--- src/rtl/servo_adc_pwm_ctrl.sv ---
// rtl/servo_adc_pwm_ctrl.sv - serial ADC frame capture driving a slew-limited servo PWM
module servo_adc_pwm_ctrl #(
    parameter int SCLK_DIV   = 4,
    parameter int FRAME_BITS = 16,
    parameter int ADC_BITS   = 12,
    parameter int CMD_BITS   = 8,
    parameter int PERIOD     = 2000000,
    parameter int PULSE_MIN  = 100000,
    parameter int PULSE_STEP = 392,
    parameter int SLEW_MAX   = 0
) (
    input  logic                Clk,
    input  logic                Rst,
    input  logic                sdata,
    input  logic                hold,
    output logic                cs,
    output logic                sclk,
    output logic [ADC_BITS-1:0] sample,
    output logic                sample_valid,
    output logic [CMD_BITS-1:0] cmd,
    output logic                pwm_out
);
    localparam int CNT_W = $clog2(PERIOD);
    localparam int DIV_W = (SCLK_DIV > 1) ? $clog2(SCLK_DIV) : 1;
    localparam int BIT_W = $clog2(FRAME_BITS + 1);
    localparam int CW1   = CMD_BITS + 1;
    localparam int PXW   = CMD_BITS + 32;
    localparam logic [CW1-1:0] SLEW = CW1'(SLEW_MAX);

    typedef enum logic [1:0] {IDLE, CONV, DONE} adc_state_t;

    adc_state_t          state, state_next;
    logic [CNT_W-1:0]    per_cnt;
    logic                period_start;
    logic [DIV_W-1:0]    div_cnt;
    logic [BIT_W-1:0]    bit_cnt;
    logic [ADC_BITS-1:0] shift;
    logic                tick, rise, last_rise;
    logic [CMD_BITS-1:0] target, cmd_next, cmd_active, cmd_sel;
    logic [CW1-1:0]      mag;
    logic                up;
    logic [PXW-1:0]      pulse;

    assign period_start = (per_cnt == '0);

    always_ff @(posedge Clk) begin
        if (!Rst)
            per_cnt <= '0;
        else if (per_cnt == CNT_W'(PERIOD - 1))
            per_cnt <= '0;
        else
            per_cnt <= per_cnt + 1'b1;
    end

    assign tick      = (state == CONV) && (div_cnt == DIV_W'(SCLK_DIV - 1));
    assign rise      = tick && !sclk;
    assign last_rise = rise && (bit_cnt == BIT_W'(FRAME_BITS - 1));

    always_ff @(posedge Clk) begin
        if (!Rst)
            state <= IDLE;
        else
            state <= state_next;
    end

    always_comb begin
        state_next = state;
        case (state)
            IDLE:    if (period_start) state_next = CONV;
            CONV:    if (last_rise) state_next = DONE;
            DONE:    state_next = IDLE;
            default: state_next = IDLE;
        endcase
    end

    // Only the trailing ADC_BITS of the frame survive the shift; leading pad bits fall off.
    always_ff @(posedge Clk) begin
        if (!Rst) begin
            cs           <= 1'b1;
            sclk         <= 1'b1;
            div_cnt      <= '0;
            bit_cnt      <= '0;
            shift        <= '0;
            sample       <= '0;
            sample_valid <= 1'b0;
        end else begin
            sample_valid <= 1'b0;
            case (state)
                IDLE: begin
                    if (period_start) begin
                        cs      <= 1'b0;
                        sclk    <= 1'b1;
                        div_cnt <= '0;
                        bit_cnt <= '0;
                    end
                end
                CONV: begin
                    if (tick) begin
                        div_cnt <= '0;
                        sclk    <= ~sclk;
                        if (rise) begin
                            shift   <= {shift[ADC_BITS-2:0], sdata};
                            bit_cnt <= bit_cnt + 1'b1;
                        end
                    end else begin
                        div_cnt <= div_cnt + 1'b1;
                    end
                    if (last_rise)
                        cs <= 1'b1;
                end
                DONE: begin
                    sample       <= shift;
                    sample_valid <= 1'b1;
                end
                default: ;
            endcase
        end
    end

    // Difference is carried in CMD_BITS+1 bits so the step never overshoots or wraps.
    always_comb begin
        target   = sample[ADC_BITS-1 -: CMD_BITS];
        up       = (target > cmd);
        mag      = up ? ({1'b0, target} - {1'b0, cmd}) : ({1'b0, cmd} - {1'b0, target});
        cmd_next = target;
        if (SLEW_MAX != 0 && mag > SLEW)
            cmd_next = up ? (cmd + SLEW[CMD_BITS-1:0]) : (cmd - SLEW[CMD_BITS-1:0]);
    end

    always_ff @(posedge Clk) begin
        if (!Rst)
            cmd <= '0;
        else if (sample_valid && !hold)
            cmd <= cmd_next;
    end

    // At period start the freshly latched command already sets this period's width.
    assign cmd_sel = period_start ? cmd : cmd_active;
    assign pulse   = PXW'(PULSE_MIN) + PXW'(cmd_sel) * PXW'(PULSE_STEP);

    always_ff @(posedge Clk) begin
        if (!Rst) begin
            cmd_active <= '0;
            pwm_out    <= 1'b0;
        end else begin
            if (period_start)
                cmd_active <= cmd;
            pwm_out <= (PXW'(per_cnt) < pulse);
        end
    end
endmodule

--- config.mk ---
export PLATFORM = sky130hd
export DESIGN_NAME = servo_adc_pwm_ctrl
export DESIGN_NICKNAME = d
export VERILOG_FILES = /design/src/rtl/servo_adc_pwm_ctrl.sv
export SDC_FILE = /design/constraint.sdc
export NUM_CORES = 1
export LEC_CHECK = 0
export CORE_MARGIN = 4
export CORE_UTILIZATION = 45
export CTS_CLUSTER_DIAMETER = 40
export DETAILED_ROUTE_END_ITERATION = 7
export GPL_ROUTABILITY_DRIVEN = 1
export HOLD_SLACK_MARGIN = 0.12
export PLACE_DENSITY_LB_ADDON = 0.1
export SLEW_MARGIN = 40
export SYNTH_ARGS = -nofsm -noshare
export SYNTH_HDL_FRONTEND = slang
export SYNTH_SLANG_ARGS = --single-unit
--- constraint.sdc ---
create_clock -name Clk -period 8.3 [get_ports Clk]
set_clock_uncertainty 0.05 [all_clocks]
set_input_delay 0.83 -clock Clk [delete_from_list [all_inputs] [get_ports Clk]]
set_output_delay 0.83 -clock Clk [all_outputs]
set_load 0.02 [all_outputs]
==> key figures <==
Cells and area
  • # fillers: 840
  • Ant. Diodes: 0
  • Fin cells: 610
  • Final net count: 551
  • Final instance area: 4740 um2
  • Layout cells sized above 1: 5.78%
  • Layout area overhead: 14.4%

GRT
  • Busiest grt layer: met2
  • Vias in the first global route: 3140
  • First-pass GRT wire length: 14700 um
  • GRT overflow: 0
  • Pin count of the biggest net entering global routing: 35
  • Grt met1 use: 20.3%
  • Gr usage total: 16.4%
  • Initial antenna violation count: 0
  • Met2 Track Usage GR: 27.6%
  • Met3 global-route usage: 2.79%

Setup path
  • Worst-path cell chain: or3_1, or4_1, nor4_2, buf_4, mux2_2, ha_1, fa_1, ha_1, ha_1, a211oi_1, o21ai_0, a211oi_1, nand3_1, and3_1, ha_1, and3_1, nand3_1, nor2_1, o2111ai_1, and3_1
  • Worst path depth: 20
  • Crit path arrival time: 6.26 ns
  • Crit. End Element: flop
  • Slowest CP cell: fa_1
  • Max FO, Critical Path: 11
  • FF-to-FF End: pwm_out$_SDFF_PN0_
  • CP bufs+invs: 1
  • Crit path max-delay family: simple AND/OR/NAND/NOR gates
  • Worst R2R Path Depth: 20
  • CP Data Required Time: 8.49 ns
  • R2R setup slack: 2.23 ns
  • Worst setup endpoint: pwm_out$_SDFF_PN0_
  • CP startpoint: per_cnt[18]$_SDFF_PP0_
  • Crit path kind: flop to flop
  • R2r startpoint: per_cnt[18]$_SDFF_PP0_
  • Most frequent CP cell: ha_1
  • Critical Path Start Type: flop
  • Crit-path max cell delay: 0.47 ns

Place
  • Placed Area: 4510 um2
  • Cells after DPL: 594
  • DP Wirelength: 6380 um
  • # port buffers: 27
  • Gpl congestion: 0.788

Timing
  • Fmax: 165 MHz
  • Setup violations, final: 0
  • Period utilization: 73.2%
  • Max-slew headroom: 58.0%
  • Max Slew Vio Count: 0
  • RSZ-0062 raised after global routing: false
  • Final hold vios: 0
  • Final min period: 6.07 ns
  • Worst slew pin tran: 0.628 ns
  • Sum Neg Setup Slack: 0 ns

Clock network
  • CTS tree: yes
  • Clock slew at reported path FFs: 0.08 ns
  • # Post-CTS Setup Buffers: 0
  • Post-CTS Resized: 0
  • Cts bufs inserted: 9
  • H-tree levels: 3
  • # hold bufs at CTS: 0
  • Clock Latency Late Sink: 0.34 ns
  • CTS Buffer Depth: 2
  • Clk sinks: 74
  • Clock root buffer: clkbuf_8

Detailed routing
  • Antenna-violating nets left: 0
  • # DRC: 0
  • Drt total wl: 8590 um
  • Via/cell ratio: 5.30
  • DRT iter0 DRCs: 65
  • Wire per inst: 14.1 um
  • Via count: 3235
  • Pre-antenna DRT Iters: 4

Hold path
  • Hold Crit Class: flop to flop
  • Hold depth: 1

Power and ir drop
  • IR drop worst, VDD: 80.3 uV
  • Pwr Density: 150 nW/um2
  • Leak Pwr: 2.01 nW

Synthesis
  • Ys async rst share: 0%
  • Synthesized area per cell: 8.77 um2
  • Syn_nets: 526
  • Cells after Synth: 472
  • EDFF count, synth: 0
  • YS warnings: 0
  • Synthesis-stage register bit count: 74
  • Prevailing post-synth register cell: dfxtp_1
  • Cell variety after synth: 46
  • Netlist Area Pre-Place: 4140 um2
  • Sequential share of the synthesized area: 35.8%

Floorplanning
  • Row Count: 34
  • Initial core utilization: 46.8%
  • Die H: 104 um
  • Die area: 10800 um2
  • Die width: 104 um
  • I/O pins: 28
  • Core Region: 8850 um2

Job
  • Max cap viols: 0

Status
  • Status: completed
cells in the final DEF, fill, tap and decap left out, types with 13 or more instances in the layout:
cell type / synthesis / routed
a21boi_0: 32 / 32
a21oi_1: 13 / 13
clkdlybuf4s50_1: 0 / 27
dfxtp_1: 74 / 74
ha_1: 47 / 47
inv_1: 15 / 15
nand2_1: 77 / 77
nand3_1: 16 / 16
nor2_1: 35 / 35
nor2b_1: 16 / 15
xnor2_1: 18 / 18
xor2_1: 18 / 18
through the flow:
stage               worst slack (ns)  hold WS [ns]  power (mW)  util (%)
floorplan                       2.60         0.376       0.395         -
global placement                2.45         0.394       0.406      50.9
detailed placement              2.30         0.401       0.406      51.0
CTS                             2.26         0.420       0.723      53.5
global route                    1.80         0.459       0.740      53.5
finish                          2.23         0.414       0.711      53.5
routing by layer:
| metal | routed length, um | vias up |
|---|---|---|
| met4 | 248 | 0 |
| met1 | 3980 | 1489 |
| met3 | 184 | 24 |
| met5 | 0 | - |
| li1 | - | 1676 |
| met2 | 4170 | 46 |
sequential cells by signal (all words and copies together), names as in the netlist, 2 cells and up:
| register | flops |
|---|---|
| cmd_active | 8 |
| bit_cnt | 5 |
| per_cnt | 21 |
| cmd | 8 |
| state | 2 |
| sample | 12 |
| shift | 12 |
| div_cnt | 2 |
cell usage after synthesis, types with 2 or more instances:
| cell | n | share of area [%] |
|---|---|---|
| o21a_1 | 2 | 0.36 |
| xnor2_1 | 18 | 3.8 |
| o21bai_1 | 2 | 0.36 |
| or4_1 | 3 | 0.54 |
| nor2_1 | 35 | 3.2 |
| nor4b_1 | 2 | 0.42 |
| fa_1 | 3 | 1.5 |
| nor2b_1 | 16 | 2.4 |
| ha_1 | 47 | 14 |
| and2_1 | 10 | 1.5 |
| nand3_1 | 16 | 1.9 |
| nand3b_1 | 2 | 0.36 |
| a21boi_0 | 32 | 5.8 |
| and4_1 | 3 | 0.63 |
| a21oi_1 | 13 | 1.6 |
| nand4_1 | 6 | 0.91 |
| clkbuf_1 | 15 | 1.4 |
| xor2_1 | 18 | 3.8 |
| nor4_1 | 4 | 0.60 |
| a22oi_1 | 2 | 0.36 |
| inv_1 | 15 | 1.4 |
| nand2b_1 | 5 | 0.76 |
| nand2_1 | 77 | 7.0 |
| dfxtp_1 | 74 | 36 |
| nor3_1 | 4 | 0.48 |
| and3_1 | 12 | 1.8 |
| o21ai_0 | 7 | 0.85 |
| a211oi_1 | 2 | 0.36 |
| mux2_2 | 5 | 1.4 |
| mux2i_1 | 3 | 0.73 |
| a21o_1 | 4 | 0.73 |
cell families after synthesis:
logic type / count (synthesis) / synth area share [%]
fa+ha+maj: 50 / 15.7
mux: 8 / 2.09
compound gates: 74 / 12.5
simple gates: 199 / 23.5
buf+inv: 31 / 2.84
xor+xnor: 36 / 7.62
flops: 74 / 35.8
final cells by class:
type                    count  area [um2]  share of cell area, %
multi-input cells         367        2540                   53.7
clock buffers              10         138                   2.91
flip-flops and latches     74        1480                   31.3
repair buffers             30         293                   6.18
clock inverters             6        90.1                   1.90
inverters                  15        56.3                   1.19
well taps                 108         135                   2.85
how the worst min path moves through the flow:
stage | startpoint | end | slack, ns
6_report | per_cnt[0]$_SDFF_PP0_ | per_cnt[0]$_SDFF_PP0_ | 0.41
5_1_grt | shift[11]$_SDFFE_PN0P_ | sample[11]$_SDFFE_PN0P_ | 0.46
4_1_cts | per_cnt[0]$_SDFF_PP0_ | per_cnt[0]$_SDFF_PP0_ | 0.42
3_5_place_dp | per_cnt[0]$_SDFF_PP0_ | per_cnt[0]$_SDFF_PP0_ | 0.40
3_3_place_gp | per_cnt[0]$_SDFF_PP0_ | per_cnt[0]$_SDFF_PP0_ | 0.39
2_1_floorplan | per_cnt[0]$_SDFF_PP0_ | per_cnt[0]$_SDFF_PP0_ | 0.38
worst register-to-register path, cell delays in order, from the launching register on:
cell and delay (ns):
dfxtp_1 0.35, or3_1 0.41, or4_1 0.43, nor4_2 0.16
buf_4 0.25, mux2_2 0.40, ha_1 0.34, fa_1 0.47
ha_1 0.33, ha_1 0.30, a211oi_1 0.35, o21ai_0 0.19
a211oi_1 0.47, nand3_1 0.20, and3_1 0.23, ha_1 0.28
and3_1 0.16, nand3_1 0.09, nor2_1 0.17, o2111ai_1 0.14
and3_1 0.20
power by group:
group	leakage, nW	switching (mW)	total [mW]	internal [mW]
combinational	1.30	0.0191	0.0358	0.0167
clock	0.112	0.136	0.314	0.178
sequential	0.598	0.00357	0.362	0.358
total	2.01	0.159	0.711	0.553
Note: power is estimated with default switching activity, not from simulation.
==> edit (config.mk and constraints unchanged) <==
Reset style: asynchronous (`Rst`), changed in 5 clocked blocks.
--- a/src/rtl/servo_adc_pwm_ctrl.sv
+++ b/src/rtl/servo_adc_pwm_ctrl.sv
@@ -43,7 +43,7 @@
 
     assign period_start = (per_cnt == '0);
 
-    always_ff @(posedge Clk) begin
+    always_ff @(posedge Clk or negedge Rst) begin
         if (!Rst)
             per_cnt <= '0;
         else if (per_cnt == CNT_W'(PERIOD - 1))
@@ -56,7 +56,7 @@
     assign rise      = tick && !sclk;
     assign last_rise = rise && (bit_cnt == BIT_W'(FRAME_BITS - 1));
 
-    always_ff @(posedge Clk) begin
+    always_ff @(posedge Clk or negedge Rst) begin
         if (!Rst)
             state <= IDLE;
         else
@@ -74,7 +74,7 @@
     end
 
     // Only the trailing ADC_BITS of the frame survive the shift; leading pad bits fall off.
-    always_ff @(posedge Clk) begin
+    always_ff @(posedge Clk or negedge Rst) begin
         if (!Rst) begin
             cs           <= 1'b1;
             sclk         <= 1'b1;
@@ -127,7 +127,7 @@
             cmd_next = up ? (cmd + SLEW[CMD_BITS-1:0]) : (cmd - SLEW[CMD_BITS-1:0]);
     end
 
-    always_ff @(posedge Clk) begin
+    always_ff @(posedge Clk or negedge Rst) begin
         if (!Rst)
             cmd <= '0;
         else if (sample_valid && !hold)
@@ -138,7 +138,7 @@
     assign cmd_sel = period_start ? cmd : cmd_active;
     assign pulse   = PXW'(PULSE_MIN) + PXW'(cmd_sel) * PXW'(PULSE_STEP);
 
-    always_ff @(posedge Clk) begin
+    always_ff @(posedge Clk or negedge Rst) begin
         if (!Rst) begin
             cmd_active <= '0;
             pwm_out    <= 1'b0;
Function: differs if Rst is asserted again (counterexample within 4 cycles, from zero or initial values and one cycle with Rst low); with Rst held inactive, the same outputs for 10 cycles.
==> edit against the unedited design <==
  * Global-route usage decreased by 0.80 points
  * Sequential cell count unchanged
  * Synthesized area increased by 2.2%
  * Cell area increased by 2.2%
  * Die area increased by 2.1%
  * Routed wire length decreased by 6.9%
  * Synthesized cell count decreased by 20%
  * Worst setup slack got worse by 0.21 ns
  * Critical endpoint is now pwm_out
  * Largest cell class unchanged
  * Highest routed layer unchanged
Power is not compared: it rests on default switching activity, and its combinational part moved more than twofold at a synthesized area within 25%.
==> edit: results <==
metrics = {
    "placement": {
        "routability_congestion": 0.817,
        "detailed_place.area_um2": 4640,
        "dp.final_hpwl_um": 6010,
        "dp_cells": 510,
    },
    "synth": {
        "synth.top_cells.by_count": "dfrtp_1 (72), ha_1 (47), mux2_2 (38)",
        "synth_fp_nets": 430,
        "most_used_flip_flop_cell_after_synthesis": "dfrtp_1",
        "average_size_of_a_mapped_cell_um2": 11.3,
        "synth-async-reset-ratio": 1.00,
        "post_synthesis_sequential_area_ratio": 0.438,
        "netlist-cell-type-count": 48,
    },
    "cells_and_area": {
        "layout-area-overhead-vs-synth_pct": 14.4,
        "fill_cells": 821,
        "finish.net_count": 464,
        "drive_above_1_share": 0.161,
        "finalNonFillerCells": 526,
    },
    "setup_path": {
        "rr_worst_depth": 21,
        "critical-path-slowest-cell": "nor4_4",
        "crit-reg2reg-capture": "pwm_out",
        "delay_of_the_slowest_cell_on_the_worst_path_ns": 0.57,
        "rr_startpoint": "per_cnt[18]",
        "rrSetupSlack_ns": 2.02,
        "maximum_net_fanout_on_the_critical_path": 10,
        "crit_arrival_ns": 6.45,
    },
    "routing": {
        "num_vias": 2858,
        "drt_first_iter_violations": 82,
    },
    "status": {
        "outcome": "finished clean",
    },
    "grt": {
        "grt_max_degree": 75,
        "grtUsageTotal": 0.156,
        "vias_in_the_first_global_route": 2826,
    },
    "sta": {
        "fin_hold_ws_ns": 0.434,
        "slew_headroom": 0.485,
    },
    "power_and_ir_drop": {
        "net-switching-power_mw": 0.141,
        "overall_power_consumption_mw": 0.660,
    },
    "clocking": {
        "postCtsResizedCells": 0,
    },
}
-- edit: cell count changes after synthesis, sizes merged, moves of 6 or more --
cell	before	now
nor2	35	24
o21ai	8	14
mux2	5	39
clkbuf	15	5
nand2	77	19
nor2b	16	7
a21boi	33	0
dfrtp	0	72
dfxtp	74	0
and2	10	3
xor2	18	12
-- edit: how the worst max path moves through the flow --
stage | startpoint | end | slack, ns | cells after the start
floorplan | per_cnt[20] | pwm_out | 2.48 | 21
global placement | per_cnt[20] | pwm_out | 2.14 | 21
detailed placement | per_cnt[18] | pwm_out | 1.97 | 21
CTS | per_cnt[18] | pwm_out | 1.95 | 21
global route | per_cnt[20] | pwm_out | 1.50 | 18
finish | per_cnt[18] | pwm_out | 2.02 | 21
-- edit: routing by layer --
metal | GRT usage | vias up | wire (um)
met4 | 0.0422 | 0 | 80
met3 | 0.0377 | 7 | 251
met1 | 0.215 | 1396 | 3940
met5 | 0 | - | 0
li1 | - | 1424 | -
met2 | 0.246 | 31 | 3720
-- edit: kinds of logic (layout without fill, tap and decap cells) --
| kind of cell | count (synthesis) | in the layout | share of synthesized area |
|---|---|---|---|
| AO/OA/AOI/OAI | 48 | 48 | 0.0757 |
| adder cells (fa/ha/maj) | 50 | 50 | 0.153 |
| flip-flops | 74 | 74 | 0.438 |
| multiplexers | 41 | 41 | 0.109 |
| AND/OR/NAND/NOR | 107 | 107 | 0.135 |
| buffers and inverters | 23 | 62 | 0.0204 |
| XOR/XNOR | 33 | 33 | 0.0683 |
-- edit: cell type report --
class	instances	area share
Multi-Input combinational cell	279	0.474
Sequential cell	74	0.383
Tap cell	111	0.0287
Inverter	18	0.0140
Clock buffer	12	0.0320
Timing Repair Buffer	28	0.0576
Clock inverter	4	0.0103
